**src/rtl/latch_shift_chain.sv**
```systemverilog
// latch_shift_chain: latch shift register driven by its own non-overlapping two-phase clocks.
// Each accepted step loads or recirculates one word and advances the chain by one position.
module latch_shift_chain #(
  parameter int WIDTH = 1,
  parameter int DEPTH = 128,
  parameter int GAP   = 1
) (
  input  logic                           clk,
  input  logic                           rst_n,
  input  logic [WIDTH-1:0]               in_data,
  input  logic                           in_valid,
  output logic                           in_ready,
  input  logic [1:0]                     mode,
  output logic [WIDTH-1:0]               out_data,
  output logic                           out_valid,
  output logic [$clog2(DEPTH/2+1)-1:0]   fill,
  output logic                           ph1,
  output logic                           ph2
);
  localparam int POS = DEPTH / 2;
  localparam int FW  = $clog2(POS + 1);

  typedef enum logic [2:0] {S_IDLE, S_PH1, S_GAP1, S_PH2, S_GAP2} state_t;

  state_t           r_state, w_next;
  logic [3:0]       r_cnt;
  logic             r_ph1, r_ph2, r_shift, r_valid;
  logic [WIDTH-1:0] r_head;
  logic [FW-1:0]    r_fill, w_fill_next;
  logic             w_accept, w_in_gap, w_gap_done, w_step_end;

  assign in_ready    = (r_state == S_IDLE) && !mode[1];
  assign w_accept    = in_valid && in_ready;
  assign w_in_gap    = (r_state == S_GAP1) || (r_state == S_GAP2);
  assign w_gap_done  = r_cnt == 4'(GAP - 1);
  assign w_step_end  = (r_state != S_IDLE) && (w_next == S_IDLE);
  assign w_fill_next = (r_shift && r_fill != FW'(POS)) ? r_fill + FW'(1) : r_fill;
  assign ph1         = r_ph1;
  assign ph2         = r_ph2;
  assign fill        = r_fill;
  assign out_valid   = r_valid;

  always_comb begin
    w_next = r_state;
    unique case (r_state)
      S_IDLE:  w_next = w_accept ? S_PH1 : S_IDLE;
      S_PH1:   w_next = (GAP == 0) ? S_PH2 : S_GAP1;
      S_GAP1:  w_next = w_gap_done ? S_PH2 : S_GAP1;
      S_PH2:   w_next = (GAP == 0) ? S_IDLE : S_GAP2;
      S_GAP2:  w_next = w_gap_done ? S_IDLE : S_GAP2;
      default: w_next = S_IDLE;
    endcase
  end

  always_ff @(posedge clk or negedge rst_n)
    if (!rst_n) r_state <= S_IDLE;
    else        r_state <= w_next;

  // Phases are registered from the next state so they never glitch or overlap.
  always_ff @(posedge clk or negedge rst_n)
    if (!rst_n) begin
      r_cnt   <= '0;
      r_ph1   <= 1'b0;
      r_ph2   <= 1'b0;
      r_head  <= '0;
      r_shift <= 1'b0;
      r_fill  <= '0;
      r_valid <= 1'b0;
    end else begin
      r_cnt   <= (w_in_gap && !w_gap_done) ? r_cnt + 4'd1 : 4'd0;
      r_ph1   <= w_next == S_PH1;
      r_ph2   <= w_next == S_PH2;
      r_valid <= w_step_end && (w_fill_next == FW'(POS));
      if (w_accept) begin
        r_head  <= mode[0] ? out_data : in_data;
        r_shift <= !mode[0];
      end
      if (w_step_end) r_fill <= w_fill_next;
    end

  for (genvar i = 0; i < DEPTH; i++) begin : g_stage
    logic [WIDTH-1:0] r_q, w_d;
    logic             w_en;
    if (i == 0) begin : g_first
      assign w_d = r_head;
    end else begin : g_next
      assign w_d = g_stage[i-1].r_q;
    end
    assign w_en = (i % 2 == 0) ? r_ph1 : r_ph2;
    always_latch
      if (!rst_n)    r_q <= '0;
      else if (w_en) r_q <= w_d;
  end

  assign out_data = g_stage[DEPTH-1].r_q;
endmodule

```
**config.mk**
```make
export PLATFORM = sky130hd
export DESIGN_NAME = latch_shift_chain
export DESIGN_NICKNAME = d
export VERILOG_FILES = /design/src/rtl/latch_shift_chain.sv
export SDC_FILE = /design/constraint.sdc
export NUM_CORES = 1
export LEC_CHECK = 0
export ABC_AREA = 1
export CAP_MARGIN = 20
export CORE_MARGIN = 1
export CORE_UTILIZATION = 45
export DETAILED_ROUTE_END_ITERATION = 10
export PLACE_DENSITY = 0.7
export SLEW_MARGIN = 15
export SYNTH_ARGS = -nofsm -noshare
export SYNTH_HDL_FRONTEND = slang
export SYNTH_SLANG_ARGS = --single-unit
```
**constraint.sdc**
```tcl
create_clock -name clk -period 2.44 [get_ports clk]
set_input_delay 0.488 -clock clk [delete_from_list [all_inputs] [get_ports clk]]
set_output_delay 0.488 -clock clk [all_outputs]
set_load 0.02 [all_outputs]
```
==> qor.csv <==
stage;metric;value;unit
clock_tree;H-tree depth;1;
worst_setup_path;Setup crit end;in_ready;
sta;RSZ-0062 raised after global routing;false;
worst_setup_path;critical path depth;3;
worst_setup_path;cell mode on critical path;clkdlybuf4s50_1;
drt;wire per inst;9.01;um
clock_tree;Max clock buf depth;2;
drt;vias per inst;4.26;
sta;Fmax;0.441;GHz
sta;crit share post-route;93.0;%
clock_tree;Clock Tree Root;clkbuf_8;
power;clock power share;12.3;%
logic_synthesis;Avg Inst Size Synth;7.49;um^2
drt;met3 wire len;89;um
drt;metal2 WL;2850;um
sta;normalized max-slew margin;47.9;%
worst_setup_path;slowest CP cell;clkdlybuf4s50_1;
clock_tree;CTS Hold Buffers Added;0;
clock_tree;CTS Buf Count;3;
sta;setup TNS;0;ns
worst_setup_path;RR Startpoint;r_cnt[0];
worst_setup_path;FF-to-FF End;out_valid;
logic_synthesis;Synth Net Count;546;
power;Sw Pwr;717;uW
power;internal power;1070;uW
drt;Post-Route M1 WL;2920;um
logic_synthesis;Synth Cell Area;4020;um^2
drt;Final ANT Viol Nets;0;
worst_setup_path;biggest cell delay along the critical path;0.66;ns
global_routing;GRT Total Usage;13.9;%
drt;vias;2783;
die;chip width;96.5;um
drt;Max Used Layer;met4;
final_layout;non-filler cells, final;654;
final_layout;register area;2400;um^2
global_routing;initial antenna violation count;0;
drt;DRC viols;0;
power;Seq pwr share;45.2;%
hold_path;worst hold path class;input port to asynchronous set/reset pin;
final_layout;most frequent cells in the layout;165 x nand2_1, 149 x inv_1, 128 x dlxtp_1;
final_layout;ANT cells;0;
power;Lkg Pwr;0.00293;uW
global_routing;total gr overflow;0;
drt;Pre-antenna DRT Iters;4;
worst_setup_path;Worst path top cell family by delay;buffers and inverters;
sta;endpoints left unconstrained;129;
sta;worst slew pin tran;0.782;ns
die;IO Pins;18;
placement;port bufs;17;
worst_setup_path;Cell Chain, Critical Path;clkdlybuf4s50_1 > nor3_1 > clkdlybuf4s50_1;
worst_setup_path;worst endpoint data arrival time;1.78;ns
worst_setup_path;CP Class;input port to output pin;
die;FP Rows;34;
worst_setup_path;FF-to-FF setup slack;0.79;ns
final_layout;layout cells sized above 1;4.58;%
worst_setup_path;WP buf/inv;2;
worst_setup_path;CP Launch Point;mode[1];
final_layout;fillers;884;
power;PwrDens;414;nW/um^2
placement;worst slack, placed;0.177;ns
clock_tree;CTS tree;built;
sta;register pins left without a clock;128;
clock_tree;post-CTS resize count;0;
die;Initial Util;46.3;%
power;total power;1790;uW
clock_tree;Clk pin slew, worst setup/hold paths;0.07;ns
power;sw frac;40.0;%
worst_setup_path;worst-path fanout max;2;
logic_synthesis;synthesized flop and latch total;147;
global_routing;pin count of the biggest net entering global routing;94;
sta;Final Slew Violations;0;
job;max-cap violations;0;
drt;Routed WL;5890;um
final_layout;P&R area growth vs syn;7.79;%
die;CORE AREA;8680;um^2
final_layout;Multi-input gate area;976;um^2
placement;dpl hpwl;3910;um
clock_tree;clk_lat worst skew;0.25;ns
die;area of the die;9300;um^2
sta;min Tclk post-route;2.27;ns
clock_tree;post-CTS setup buffers;0;
logic_synthesis;Mapped Cells;536;
sta;# setup viols final;0;
worst_setup_path;crit end category;output pin;
global_routing;vias in the first global route;2674;
global_routing;global-route wire length before repair;10600;um
logic_synthesis;Distinct cells, synth;26;
status;status;complete, no violations;
sta;Setup Skew;0.00333;ns
worst_setup_path;nature of the critical path startpoint;input port;
final_layout;Net count, final;557;
power;Gate power share;42.5;%
worst_setup_path;R2R depth;10;
placement;Final Wtd Congestion;0.787;
logic_synthesis;synth warn;0;
drt;starting DRC count in detailed routing;91;
power;VDD IR-drop max;0.609;mV
sta;Final Hold Fails;0;
sta;worst setup margin;0.171;ns
die;die boundary height;96.5;um
final_layout;most common cell after layout, fill and taps aside;nand2_1;
placement;placed cells;650;
worst_setup_path;Req. time, crit path;1.95;ns
-- power groups by stage --
stage	Clock [uW]	Sequential, uW	Combinational, uW
floorplan	0	854	450
global placement	0	806	741
detailed placement	0	814	767
CTS	224	809	772
global route	232	828	859
finish	220	810	760
-- per-layer routing --
metal	vias to the layer above	track usage, %
li1	1497	-
met1	1259	16.4
met2	23	27.5
met3	4	0.939
met4	0	2.57
met5	-	0
-- final cells by class --
cell class                      instances  share of cell area [%]
Sequential cell                       147                    55.4
Multi-Input combinational cell        222                    22.5
Inverter                              152                    13.2
Timing Repair Buffer                   21                    4.57
Tap cell                              108                    3.12
Clock buffer                            3                   0.954
Clock inverter                          1                   0.173
-- kinds of logic after synthesis --
group	Yosys count	share of synthesized area (%)
latches	128	47.8
fa+ha+maj	4	1.25
compound gates	13	1.87
buf+inv	167	16.0
xor+xnor	4	0.873
simple gates	201	20.3
flops	19	11.8
-- worst min-delay path by stage --
stage	start	end	slack [ns]	depth (start not counted)
floorplan	rst_n	fill[0]	0.19	0
global route	rst_n	fill[2]	0.28	1
CTS	rst_n	fill[2]	0.24	1
finish	rst_n	fill[2]	0.22	1
detailed placement	g_stage[0].w_d	g_stage[0].w_d	0.49	2
global placement	g_stage[0].w_d	g_stage[0].w_d	0.47	2
-- cell usage after synthesis --
cell type,count,share of area [%]
ha_1,4,1.2
nand2_4,1,0.28
o21ai_2,1,0.22
nand3_2,2,0.50
buf_4,1,0.19
xor2_1,2,0.44
nor2_1,16,1.5
a22oi_1,1,0.19
nand4_1,1,0.16
dlxtp_1,128,48
nor2_2,5,0.78
nand2_2,2,0.31
inv_2,2,0.19
buf_2,7,0.87
nand3_1,5,0.62
nand2_1,165,15
inv_4,1,0.16
a21oi_2,1,0.22
xnor2_1,2,0.44
nand3b_1,1,0.19
dfrtp_1,19,12
nor3_1,2,0.25
o21ai_0,10,1.2
clkbuf_1,7,0.65
inv_1,149,14
nor3b_2,1,0.31
-- sequential cells by signal, summed over array words and instances, names as in the netlist, 3 cells and up --
signal / cells
fill: 7
g_stage.r_q: 125
g_stage.w_d: 3
r_cnt: 4
r_state: 3
-- metrics by stage --
step	util [%]	hold slack [ns]	cell area, um^2
6_report	49.9	0.223	4330
5_1_grt	49.9	0.276	4330
4_1_cts	49.9	0.244	4330
3_5_place_dp	49.3	0.490	4280
3_3_place_gp	49.3	0.466	4280
2_1_floorplan	-	0.192	4020
No activity file was read; power rests on OpenSTA's default activity.
